$ cat src/rtl/ram_master_pkg.sv
// rtl/ram_master_pkg.sv - shared types, widths and bounds helper for ram_master
package ram_master_pkg;

    localparam int LEN_W = 4;

    typedef enum logic [2:0] {
        IDLE,
        WR,
        RD_ISSUE,
        RD_WAIT,
        RD_RSP
    } state_e;

    // True when a burst starting at addr with len+1 beats would run past the
    // last RAM word instead of staying inside the array.
    function automatic logic bounds_violation(input int unsigned addr,
                                              input int unsigned len,
                                              input int unsigned aw);
        return (addr + len) > ((32'd1 << aw) - 32'd1);
    endfunction

endpackage

$ cat src/rtl/ram_master.sv
// rtl/ram_master.sv - burst read/write initiator for a single-port synchronous RAM
//
// Build option: RAM_MASTER_BOUNDS_EN rejects bursts that would run past the
// top of the RAM (req_err pulse, no access); otherwise addresses wrap.
//
// Ports:
//   clk, rst_n                   clock, synchronous active-low reset
//   req_valid/ready/we/addr/len  burst command channel (len = beats - 1)
//   wr_valid/ready/data          write beat stream
//   rsp_valid/ready/data/last    read beat stream
//   req_err                      one-cycle rejected-request pulse
//   busy                         burst in progress
//   ram_we/addr/din, ram_dout    RAM pins
module ram_master
    import ram_master_pkg::*;
#(
    parameter int AW     = 4,
    parameter int DW     = 8,
    parameter int RD_LAT = 1
) (
    input  logic             clk,
    input  logic             rst_n,
    input  logic             req_valid,
    output logic             req_ready,
    input  logic             req_we,
    input  logic [AW-1:0]    req_addr,
    input  logic [LEN_W-1:0] req_len,
    input  logic             wr_valid,
    output logic             wr_ready,
    input  logic [DW-1:0]    wr_data,
    output logic             rsp_valid,
    input  logic             rsp_ready,
    output logic [DW-1:0]    rsp_data,
    output logic             rsp_last,
    output logic             req_err,
    output logic             busy,
    output logic             ram_we,
    output logic [AW-1:0]    ram_addr,
    output logic [DW-1:0]    ram_din,
    input  logic [DW-1:0]    ram_dout
);

    localparam int WCW = (RD_LAT > 1) ? $clog2(RD_LAT) : 1;

    state_e           state_q, state_d;
    logic [AW-1:0]    addr_q, addr_d;
    logic [LEN_W-1:0] cnt_q, cnt_d;
    logic [WCW-1:0]   wait_q, wait_d;
    logic             rsp_valid_q, rsp_valid_d;
    logic [DW-1:0]    rsp_data_q, rsp_data_d;
    logic             rsp_last_q, rsp_last_d;
    logic             err_q, err_d;
    logic             oob;

`ifdef RAM_MASTER_BOUNDS_EN
    assign oob = bounds_violation(32'(req_addr), 32'(req_len), AW);
`else
    assign oob = 1'b0;
`endif

    always_ff @(posedge clk) begin
        if (!rst_n) begin
            state_q     <= IDLE;
            addr_q      <= '0;
            cnt_q       <= '0;
            wait_q      <= '0;
            rsp_valid_q <= 1'b0;
            rsp_data_q  <= '0;
            rsp_last_q  <= 1'b0;
            err_q       <= 1'b0;
        end else begin
            state_q     <= state_d;
            addr_q      <= addr_d;
            cnt_q       <= cnt_d;
            wait_q      <= wait_d;
            rsp_valid_q <= rsp_valid_d;
            rsp_data_q  <= rsp_data_d;
            rsp_last_q  <= rsp_last_d;
            err_q       <= err_d;
        end
    end

    always_comb begin
        state_d     = state_q;
        addr_d      = addr_q;
        cnt_d       = cnt_q;
        wait_d      = wait_q;
        rsp_valid_d = rsp_valid_q;
        rsp_data_d  = rsp_data_q;
        rsp_last_d  = rsp_last_q;
        err_d       = 1'b0;
        req_ready   = 1'b0;
        wr_ready    = 1'b0;
        ram_we      = 1'b0;
        ram_din     = '0;
        case (state_q)
            IDLE: begin
                // Held low in reset so nothing is accepted while rst_n is low.
                req_ready = rst_n;
                if (req_valid) begin
                    if (oob) begin
                        err_d = 1'b1;
                    end else begin
                        addr_d  = req_addr;
                        cnt_d   = req_len;
                        state_d = req_we ? WR : RD_ISSUE;
                    end
                end
            end
            WR: begin
                // The RAM write and the beat handshake share one edge.
                wr_ready = rst_n;
                ram_we   = wr_valid & rst_n;
                ram_din  = wr_data;
                if (wr_valid) begin
                    addr_d = addr_q + AW'(1);
                    if (cnt_q == '0) begin
                        state_d = IDLE;
                    end else begin
                        cnt_d = cnt_q - LEN_W'(1);
                    end
                end
            end
            RD_ISSUE: begin
                wait_d  = WCW'(RD_LAT - 1);
                state_d = RD_WAIT;
            end
            RD_WAIT: begin
                if (wait_q == '0) begin
                    rsp_data_d  = ram_dout;
                    rsp_valid_d = 1'b1;
                    rsp_last_d  = (cnt_q == '0);
                    state_d     = RD_RSP;
                end else begin
                    wait_d = wait_q - WCW'(1);
                end
            end
            RD_RSP: begin
                if (rsp_ready) begin
                    rsp_valid_d = 1'b0;
                    rsp_last_d  = 1'b0;
                    if (rsp_last_q) begin
                        state_d = IDLE;
                    end else begin
                        addr_d  = addr_q + AW'(1);
                        cnt_d   = cnt_q - LEN_W'(1);
                        state_d = RD_ISSUE;
                    end
                end
            end
            default: state_d = IDLE;
        endcase
    end

    assign ram_addr  = addr_q;
    assign rsp_valid = rsp_valid_q;
    assign rsp_data  = rsp_data_q;
    assign rsp_last  = rsp_last_q;
    assign req_err   = err_q;
    assign busy      = (state_q != IDLE);

endmodule

$ cat config.mk
export PLATFORM = sky130hd
export DESIGN_NAME = ram_master
export DESIGN_NICKNAME = d
export VERILOG_FILES = /design/src/rtl/ram_master_pkg.sv /design/src/rtl/ram_master.sv
export SDC_FILE = /design/constraint.sdc
export NUM_CORES = 1
export LEC_CHECK = 0
export ABC_AREA = 1
export CORE_ASPECT_RATIO = 2
export CORE_MARGIN = 2
export CORE_UTILIZATION = 41
export DETAILED_ROUTE_END_ITERATION = 16
export PLACE_DENSITY_LB_ADDON = 0.2
export SLEW_MARGIN = 40
export SYNTH_ARGS = -nofsm -noshare
export SYNTH_HDL_FRONTEND = slang
export SYNTH_SLANG_ARGS = --single-unit
$ cat constraint.sdc
create_clock -name clk -period 1.9 [get_ports clk]
set_clock_uncertainty 0.15 [all_clocks]
set_input_delay 0.285 -clock clk [delete_from_list [all_inputs] [get_ports clk]]
set_output_delay 0.285 -clock clk [all_outputs]
set_load 0.05 [all_outputs]
==> reports/qor.yml <==
status: "complete, no violations"
synth.distinct_cells: 27
globalplace.congestion: 0.7988
fin_crit_sh_pct: 96.09
fin_util_pct: 67.69
hp-class: "reg -> reg"
slowest_delay_ps: 800
cp-start-kind: "flip-flop"
synth_fp_nets: 220
die_x_um: 42.93
min_period_ps: 1826
grt_max_degree: 17
worstSkewPairLatency_ps: 260
clock.fmax_mhz: 547.7
slowest_stage: "clkdlybuf4s50_1"
antenna_found_initial: 0
crit_buf_inv: 1
grt_use_met3_pct: 3.077
max_cap_violations: 0
num_antenna_cells: 0
p_int_mw: 1.384
final_layout_size_suffix_gt1_share_pct: 21.22
io_pins: 57
ys_seq_area_share_pct: 33.84
cts_inserted_buffers: 3
p_seq_share_pct: 25.1
top_usage_layer: "met2"
dieArea_mm2: 0.003513
coreArea_mm2: 0.002908
cp_cell_sequence: "clkdlybuf4s50_1"
cp.required_ps: 1460
drt_iter0_markers: 14
crit_family: "buffers and inverters"
p_per_area_mw_per_mm2: 1384
drt-vias-per-instance: 4.840
worst_slack_ps: 74.34
fin_setup_tns_ps: 0
yosysTopAreaCellShare_pct: 33.84
dp_hpwl_um: 2571
globalRouteMet1Util_pct: 17.16
synth_ff_type: "dfxtp_1"
hold_violations: 0
htree_levels: 1
clockRootBuffer: "clkbuf_8"
setup_viol: 0
dp.cells: 271
ant_nets: 0
num_rows: 28
grt_pass1_wl_um: 4878
grt.met2_usage_pct: 36.52
cts.clk_slew.worst_paths_ps: 70
vdd_ir_drop_max_mv: 0.9719
totalPowerFinal_mw: 2.724
synth_edf_count: 0
syn_area_mm2: 0.001242
rr_worst_depth: 4
place_ws_ps: 156.2
cts_tree: "built"
yosys.area.top_type: "dfxtp_1"
fin_cells: 275
clock_power_share_pct: 10.4
grt_pass1_vias: 1128
ys_top_cells_by_area: "dfxtp_1 (34%), nor2_1 (12%), nand2_1 (11%), inv_1 (6.9%), o21ai_0 (5.2%)"
drc: 0
clock-sinks: 21
arrival_ps: 1390
dr_total_vias: 1331
synth_area_per_cell_um2: 6.609
worst-path-stages: 1
worstSetupEndpointType: "output pin"
cellLeakagePower_nw: 0.9298
wl_per_cell_um: 11.19
final-max-slew-violation-count: 0
place_area_mm2: 0.001916
async_reset_ff_share_pct: 0
design_area_mm2: 0.001968
area_growth_syn_to_layout_pct: 58.41
routed_wl_um: 3078
p_sw_share_pct: 49.20
rsz0062_at_grt: "yes"
synth_seq_cells: 21
firstDrtPassIters: 4
initial_core_util_pct: 42.73
portBuffers: 55
crit_type: "reg -> out"
cts_max_path_buffers: 2
synth_warnings: 0
layout.nets: 278
synthCells: 188
holdPathStages: 2
die_h_um: 81.85
overflow: 0
grt_usage_pct: 18.30
hold_ws_ps: 310.8
switchingPower_mw: 1.340
comb_power_share_pct: 64.4
cp_max_fo: 2
## final cells by class
type / count / area, um2
inverters: 27 / 103.9
well taps: 30 / 37.54
fillers: 263 / 939.7
repair buffers: 57 / 653.1
multi-input cells: 136 / 708.2
flip-flops and latches: 21 / 420.4
clock buffers: 4 / 45.04
## flip-flops by register name (all words and copies together) (netlist names)
signal / count
ram_addr: 4
rsp_data: 8
cnt_q: 4
state_q: 3
rsp_valid: 1
rsp_last: 1
## layer usage
layer  wire length [um]  up-vias
met5                  0        -
met4                 67        0
met3                177        7
met2               1751       50
met1               1082      576
li1                   -      698
## repair_timing
| action | 4_1_cts | 5_1_grt |
|---|---|---|
| gates resized for setup | 1 | 1 |
| pin swaps | 0 | 0 |
| setup endpoints to repair | 10 | 10 |
| buffers inserted | 0 | 0 |
| hold buffers | 0 | 0 |
## cell usage after synthesis, types with 3 or more instances
cell type and count:
a21oi_1 6, dfxtp_1 21, inv_1 23, inv_2 3, nand2_1 37, nand2_2 5, nand2_4 4, nand3_1 8
nand3_2 3, nand4_1 4, nor2_1 40, o21ai_0 13
## worst paths after layout
check | from | endpoint | slack [ps]
max | rsp_data[2] | rsp_data[2] | 70
min | rsp_valid | rsp_valid | 310
max reg2reg | state_q[0] | rsp_data[4] | 330
min reg2reg | rsp_valid | rsp_valid | 310
## cell families after synthesis
kind of cell    Yosys count  synth area share, %
flops                    21                33.84
buf+inv                  31                10.37
compound gates           23                9.769
xor+xnor                  2                1.410
fa+ha+maj                 2                2.014
other cells               1               0.3018
simple gates            108                42.29
## placed cells by master, fill, tap and decap left out, drive strengths merged, types with 2 or more instances in the layout
master         synthesis  layout
a21oi                  6       6
buf                    4      27
clkbuf                 0       4
clkdlybuf4s50          0      30
dfxtp                 21      21
ha                     2       2
inv                   27      27
nand2                 46      46
nand3                 11      11
nand3b                 2       2
nand4                  4       4
nor2                  42      42
o21ai                 16      16
xnor2                  2       2
## power by group through the flow
stage                     Combinational [mW]  Clock (mW)  Sequential, mW
final                                   1.76       0.285           0.684
after global routing                    1.90       0.318           0.703
after CTS                               1.77       0.298           0.682
after detailed placement                1.76           0           0.688
after global placement                  1.74           0           0.687
after floorplan                        0.969           0           0.889
No activity file was read; power rests on OpenSTA's default activity.
